`src/rtl/bn_sqrt_eps.sv`:
```
// Iterative fixed-point square root for the batch-norm datapath: out = floor(sqrt(max(in,0)+EPS)) in Q(IL.FL).
// Resolves BPC root bits per clock, MSB first, and carries a request tag from accept to result.
module bn_sqrt_eps #(
  parameter int unsigned IL    = 4,
  parameter int unsigned FL    = 16,
  parameter int unsigned EPS   = 0,
  parameter int unsigned BPC   = 1,
  parameter int unsigned TAG_W = 4
) (
  input  logic             clk,
  input  logic             reset,
  input  logic [IL+FL-1:0] in,
  input  logic [TAG_W-1:0] tag_in,
  input  logic             input_ready,
  input  logic             output_taken,
  output logic [IL+FL-1:0] out,
  output logic [TAG_W-1:0] tag_out,
  output logic             neg,
  output logic             sat,
  output logic [1:0]       state,
  output logic             done
);

  localparam int unsigned W      = IL + FL;
  localparam int unsigned RW     = W + FL;
  localparam int unsigned N      = RW + (RW % 2);
  localparam int unsigned ITER   = N / 2;
  localparam int unsigned CYCLES = (ITER + BPC - 1) / BPC;
  // Root is widened to a whole number of cycles; extra leading radicand digits are zero.
  localparam int unsigned NI     = CYCLES * BPC;
  localparam int unsigned RAD_W  = 2 * NI;
  localparam int unsigned REM_W  = NI + 2;
  localparam int unsigned CNT_W  = $clog2(CYCLES + 1);

  localparam logic [W:0] MAX_P = {2'b00, {(W-1){1'b1}}};
  localparam logic [W:0] EPS_V = (W+1)'(EPS);

  if (!(BPC == 1 || BPC == 2)) begin : g_bpc_check
    $error("bn_sqrt_eps: BPC must be 1 or 2");
  end

  typedef enum logic [1:0] {
    S_IDLE = 2'b00,
    S_CALC = 2'b01,
    S_DONE = 2'b10
  } state_t;

  state_t             st;
  logic [RAD_W-1:0]   rad_q;
  logic [REM_W-1:0]   rem_q;
  logic [NI-1:0]      root_q;
  logic [CNT_W-1:0]   cnt_q;
  logic [TAG_W-1:0]   tag_q;
  logic               neg_q;
  logic               sat_q;

  logic [W-2:0]       op_c;
  logic [W-2:0]       sum_sat_c;
  logic [W:0]         sum_c;
  logic               neg_c;
  logic               sat_c;
  logic [RAD_W-1:0]   rad_init_c;
  logic               accept_c;

  logic [RAD_W-1:0]   rad_n;
  logic [REM_W-1:0]   rem_n;
  logic [NI-1:0]      root_n;
  logic [REM_W-1:0]   trial_c;

  assign state = st;

  // Operand clamp, epsilon add with saturation, and radicand alignment.
  always_comb begin
    neg_c      = in[W-1];
    op_c       = neg_c ? '0 : in[W-2:0];
    sum_c      = (W+1)'(op_c) + EPS_V;
    sat_c      = (sum_c > MAX_P);
    sum_sat_c  = sat_c ? {(W-1){1'b1}} : sum_c[W-2:0];
    rad_init_c = RAD_W'({sum_sat_c, {FL{1'b0}}});
  end

  assign accept_c = input_ready && ((st == S_IDLE) || ((st == S_DONE) && output_taken));

  // Digit-by-digit root: BPC radicand digit pairs consumed per clock.
  always_comb begin
    rad_n   = rad_q;
    rem_n   = rem_q;
    root_n  = root_q;
    trial_c = '0;
    for (int b = 0; b < int'(BPC); b++) begin
      rem_n   = {rem_n[REM_W-3:0], rad_n[RAD_W-1 -: 2]};
      rad_n   = {rad_n[RAD_W-3:0], 2'b00};
      trial_c = {root_n, 2'b01};
      if (rem_n >= trial_c) begin
        rem_n  = rem_n - trial_c;
        root_n = {root_n[NI-2:0], 1'b1};
      end else begin
        root_n = {root_n[NI-2:0], 1'b0};
      end
    end
  end

  always_ff @(posedge clk) begin
    if (reset) begin
      st      <= S_IDLE;
      rad_q   <= '0;
      rem_q   <= '0;
      root_q  <= '0;
      cnt_q   <= '0;
      tag_q   <= '0;
      neg_q   <= 1'b0;
      sat_q   <= 1'b0;
      out     <= '0;
      tag_out <= '0;
      neg     <= 1'b0;
      sat     <= 1'b0;
      done    <= 1'b0;
    end else if (accept_c) begin
      st     <= S_CALC;
      rad_q  <= rad_init_c;
      rem_q  <= '0;
      root_q <= '0;
      cnt_q  <= '0;
      tag_q  <= tag_in;
      neg_q  <= neg_c;
      sat_q  <= sat_c;
      done   <= 1'b0;
    end else begin
      case (st)
        S_IDLE: st <= S_IDLE;
        S_CALC: begin
          rad_q  <= rad_n;
          rem_q  <= rem_n;
          root_q <= root_n;
          cnt_q  <= cnt_q + CNT_W'(1);
          if (cnt_q == CNT_W'(CYCLES - 1)) begin
            out     <= W'(root_n);
            tag_out <= tag_q;
            neg     <= neg_q;
            sat     <= sat_q;
            done    <= 1'b1;
            st      <= S_DONE;
          end
        end
        S_DONE: begin
          if (output_taken) begin
            st   <= S_IDLE;
            done <= 1'b0;
          end
        end
        default: begin
          st   <= S_IDLE;
          done <= 1'b0;
        end
      endcase
    end
  end

endmodule

```
`config.mk`:
```
export PLATFORM = sky130hd
export DESIGN_NAME = bn_sqrt_eps
export DESIGN_NICKNAME = d
export VERILOG_FILES = /design/src/rtl/bn_sqrt_eps.sv
export SDC_FILE = /design/constraint.sdc
export NUM_CORES = 1
export LEC_CHECK = 0
export BUFFER_PORTS_ARGS = -buffer_cell sky130_fd_sc_hd__buf_2
export CORE_MARGIN = 4
export CORE_UTILIZATION = 40
export CTS_CLUSTER_DIAMETER = 100
export DETAILED_ROUTE_END_ITERATION = 10
export HOLD_SLACK_MARGIN = 0.05
export PLACE_DENSITY = 0.58
export SLEW_MARGIN = 20
export SYNTH_ARGS = -nofsm -noshare
export SYNTH_HDL_FRONTEND = slang
export SYNTH_SLANG_ARGS = --single-unit
```
`constraint.sdc`:
```
create_clock -name clk -period 2.52 [get_ports clk]
set_input_delay 0 -clock clk [delete_from_list [all_inputs] [get_ports clk]]
set_output_delay 0 -clock clk [all_outputs]
set_load 0.02 [all_outputs]
```
# == Yosys cells after proc, flatten, opt, wreduce, memory -nomap -nowiden ==
# Cells that the tools add are included.
# totals
ff_bits,94
latchBits,0
romBits,0
ramBits,0
n_memories,0
wordCells,51
inputBits,28
# classes
n_addsub,2
order_cmp,2
n_reduce_logical,10
n_bitwise,2
eq_ne,7
shift,0
multipliers,0
div_mod_pow,0
muxes,13
# op_table
cell,n
35-bit 2-to-1 mux,2
19-bit 2-to-1 mux,2
20-bit greater-or-equal comparator,1
"19-bit greater-than comparator, second input constant",1
18-bit 2-to-1 mux,1
18-bit subtractor,1
"3-bit inequality test, second input constant",2
3-bit AND reduction,2
"5-bit by 1-bit adder with 5-bit output, second input constant",1
"5-bit == test, second input constant",1
1-bit 2-to-1 mux,4
2-bit 2-to-1 mux,2
"2-bit inequality test, second input constant",2
2-bit case mux with 2 select lines,1
2-bit AND reduction,2
1-bit case mux with 3 select lines,1
"2-bit by 1-bit == test with 1-bit output, second input constant",1
"2-bit == test, second input constant",1
1-bit logical AND,2
2-bit logical NOT,1
1-bit inverter,2
2-bit nonzero test,1
2-bit OR reduction,1
1-bit logical OR,1

# == Depth between registers and ports, before layout ==
# logic_depth
word_depth,6
mapped_depth,12

# == Worst setup path before layout ==
# Ideal clock, no wire load.
# synth_path
kind,reg2reg
start,register rad_q[34]
end,register rem_q[11]
setup_ns,0.126
t_arrival_ns,2.226
stages_incl_launch_ff,13
path_slack_ns,0.168
n_path_buf,3
cell_sequence,dfxtp_1 clkbuf_1 inv_1 ha_1 nand2b_2 a21oi_4 o2111ai_1 a31o_1 and2_4 buf_6 buf_6 a41oi_1 o31ai_1
# synth_between
elab_chain_cells,2
elab_cells_between_ends,3
# synth_lines
element,line_no,rtl
from (decl),49,logic [RAD_W-1:0] rad_q;
from (signal assigned),120,rad_q <= rad_init_c;
from (signal assigned),132,rad_q <= rad_n;
18-bit subtractor or 20-bit greater-or-equal comparator (tied branches),"95, 94",
18-bit 2-to-1 mux *,94,if (rem_n >= trial_c) begin
to (signal assigned),133,rem_q <= rem_n;
to (decl),50,logic [REM_W-1:0] rem_q;
# Mark *: on every way between the ends. The rest lies on a longest branch, timed or not.
# A chain may end at the register's enable or synchronous reset.

# == Worst setup path after layout ==
# layout_path
start,register root_q[7]
end,register rem_q[1]
# layout_between
elab_chain_cells,2
# layout_lines
element,line_no,rtl
from (decl),51,logic [NI-1:0] root_q;
from (signal assigned),134,root_q <= root_n;
20-bit greater-or-equal comparator,94,
18-bit 2-to-1 mux,94,
# No other way between the ends.

==> metrics.md <==
| Metric | Value |
|---|---|
| Startpoint types | `flop` |
| Power share of the combinational group | `28.6%` |
| Final Util | `49.97%` |
| Grt ovf | `0` |
| Final WL | `11490 um` |
| Max Slew Vio Count | `0` |
| Setup TNS Final | `0 ps` |
| Area growth, synth to finish | `21.93%` |
| Final worst slack | `154.9 ps` |
| Vias | `4271` |
| Post-synthesis mux area share | `3.316%` |
| Power Dens Cells | `768.8 mW/mm2` |
| Htree depth | `3` |
| Main combinational cell family by area after synthesis | `compound AO/OA/AOI/OAI gates` |
| Vias per cell | `5.352` |
| IO Pins | `57` |
| Final hold slack | `72.79 ps` |
| Die height | `116.2 um` |
| First-pass GRT wire length | `18910 um` |
| Final Hold Viols | `0` |
| Drt wl/cell | `14.39 um` |
| Share of layout cells above drive strength 1 | `16.79%` |
| R2R Setup Slk | `150 ps` |
| Fraction of the mapped netlist area in simple logic gates | `19.14%` |
| Syn Area/Cell | `8.040 um2` |
| Post-synthesis register bit count | `94` |
| Clock Power Share | `35.1%` |
| Die Wd | `116.2 um` |
| Synth Area in XOR/XNOR | `3.182%` |
| Arr. time, crit path | `2640 ps` |
| Synth top area cells | `dfxtp_1, nand2_1, a21oi_1` |
| Hpwl dp | `7675 um` |
| Fin crit share | `93.85%` |
| Leak pwr | `2.233 nW` |
| Sequential area share after synthesis | `40.21%` |
| Switch Pwr | `1.318 mW` |
| Synth unique cells | `61` |
| Vias in the first global route | `4056` |
| Primary FF master, synth | `dfxtp_1` |
| Clock buffer depth | `2` |
| CP Max Fanout | `12` |
| Compound-Gate Fraction of Synth Area | `22.25%` |
| Most frequent cell after synthesis | `nand2_1` |
| Max-Cap Viols | `0` |
| Core ar. | `0.01142 mm2` |
| Max Clk Rate | `0.4228 GHz` |
| Clock skew | `7.815 ps` |
| Yosys warning total | `0` |
| DRC errors left | `0` |
| Post-synth top cells | `nand2_1, dfxtp_1, a21oi_1, clkbuf_1, nor2_1` |
| CTS buffer count | `9` |
| Clock insertion delay at the later pin of the skew report | `340 ps` |
| Internal power | `3.068 mW` |
| Switching share of power | `30.05%` |
| Maximum VDD drop | `0.5459 mV` |
| CTS tree | `built` |
| Die area | `0.01349 mm2` |
| Post-layout min period | `2365 ps` |
| Crit path capture type | `flop` |
| Initial Util | `40.98%` |
| First-pass DRT Iterations | `5` |
| Dpl ws | `20.23 ps` |
| RePlAce Congestion | `0.8119` |
| Sequential share of power | `36.3%` |
| Post-synthesis cell count | `582` |
| Worst-Margin Slew | `526.3 ps` |
| Adder-cell share of the synthesized area | `5.882%` |
| Status | `finished, final reports clean` |
| Gr usage total | `17.20%` |
| Data required, critical path | `2800 ps` |
| First-iteration detailed-routing DRC count | `262` |
| Post-synth ARST share | `0%` |
| Initial antenna violation count | `0` |
| Area leader, netlist | `dfxtp_1` |
| Mapped cell area | `0.004679 mm2` |
| Total chip power | `4.386 mW` |
| Ant. Diodes | `0` |
| Slew headroom | `64.92%` |
| Post-synth EDFFs | `0` |
| RSZ-0062 raised after global routing | `no` |
| Yosys top cell area share | `40.21%` |
| Worst-path clk slew | `70 ps` |
| Rows | `39` |
| Num Clock Sinks | `94` |
| Min-Delay Path Class | `primary input to flop` |
| Largest net degree at the start of global routing | `51` |
| Clk root buf | `clkbuf_16` |
| Port-buffer cells | `54` |
| CP Class | `flop to flop` |
| Post-DRT Antenna Nets | `0` |
| Final setup viols | `0` |
| Net count, final | `701` |
==> metal layers <==
layer / GRT usage [%] / vias to the layer above / wire length [um]
li1: - / 2164 / -
met1: 21.15 / 2025 / 5163
met2: 30.96 / 71 / 5832
met3: 3.316 / 11 / 358
met4: 4.254 / 0 / 133
met5: 0 / - / 0
==> path summary, 6_finish.rpt <==
check,start,endpoint,cells past startpoint
setup reg to reg,root_q[7],rem_q[1],9
hold / removal,in[18],rad_q[34],3
hold reg to reg,rad_q[33],rad_q[35],2
setup / recovery,root_q[7],rem_q[1],9
==> power by group through the flow <==
stage	Combinational (mW)	Clock (mW)	Sequential (mW)
after floorplan	0.950	0	1.61
after global placement	1.09	0	1.62
after detailed placement	1.11	0	1.62
after CTS	1.14	1.57	1.59
after global routing	1.38	1.63	1.60
final	1.25	1.54	1.59
==> what timing repair did <==
| item | CTS | global route |
|---|---|---|
| gates resized for setup | 0 | 7 |
| endpoints found under the setup margin | 0 | 12 |
| hold endpoints to repair | 23 | 0 |
| buffers inserted | 0 | 2 |
| hold buffers | 21 | 0 |
==> through the flow <==
stage               area, um2  instances
finish                   5705        798
global route             5705        798
detailed placement       5095        758
CTS                      5642        794
floorplan                4683        583
global placement         5095        758
==> flip-flops by register name, summed over array words and instances, names as in the netlist <==
register and cells:
done 1, tag_out 4, state 2, root_q 18, neg 1, sat 1, rem_q 18, rad_q 20
out 18, tag_q 4, sat_q 1, cnt_q 5, neg_q 1
==> area by class of cell <==
cell class                      instances  area, um2
Sequential cell                        94       1882
Clock buffer                            9      225.2
Timing Repair Buffer                   94      623.1
Tap cell                              143      178.9
Clock inverter                          6      111.4
Fill cell                            1126       5713
Inverter                               28      105.1
Multi-Input combinational cell        424       2580
==> logic make-up (layout without fill, tap and decap cells) <==
family	Yosys count	in the layout
XOR/XNOR	17	17
other	1	2
adder cells (fa/ha/maj)	22	22
flip-flops	94	94
multiplexers	15	15
buffers and inverters	67	137
AO/OA/AOI/OAI	165	165
AND/OR/NAND/NOR	201	203
==> critical path: stages, from the launching register on <==
cell and delay (ps):
dfxtp_1 370, inv_1 60, ha_1 390, nand4_1 190, o221ai_2 250, a21oi_2 100
a31o_1 230, and2_4 230, or4_1 410, nand3_1 70
==> cells in the final DEF (no fill, tap or decap), drive strengths merged, types with 5 or more instances in the layout <==
cell,n
ha,22
a211oi,5
dfxtp,94
dlygate4sd3,21
nand4,8
xnor2,9
nand2b,5
o31ai,5
inv,28
xor2,8
a21oi,88
clkbuf,9
nand3,6
mux2i,14
buf,73
nor2,32
a31oi,5
o21ai,17
nand2,126
a311oi,15
No activity file was read; power rests on OpenSTA's default activity.
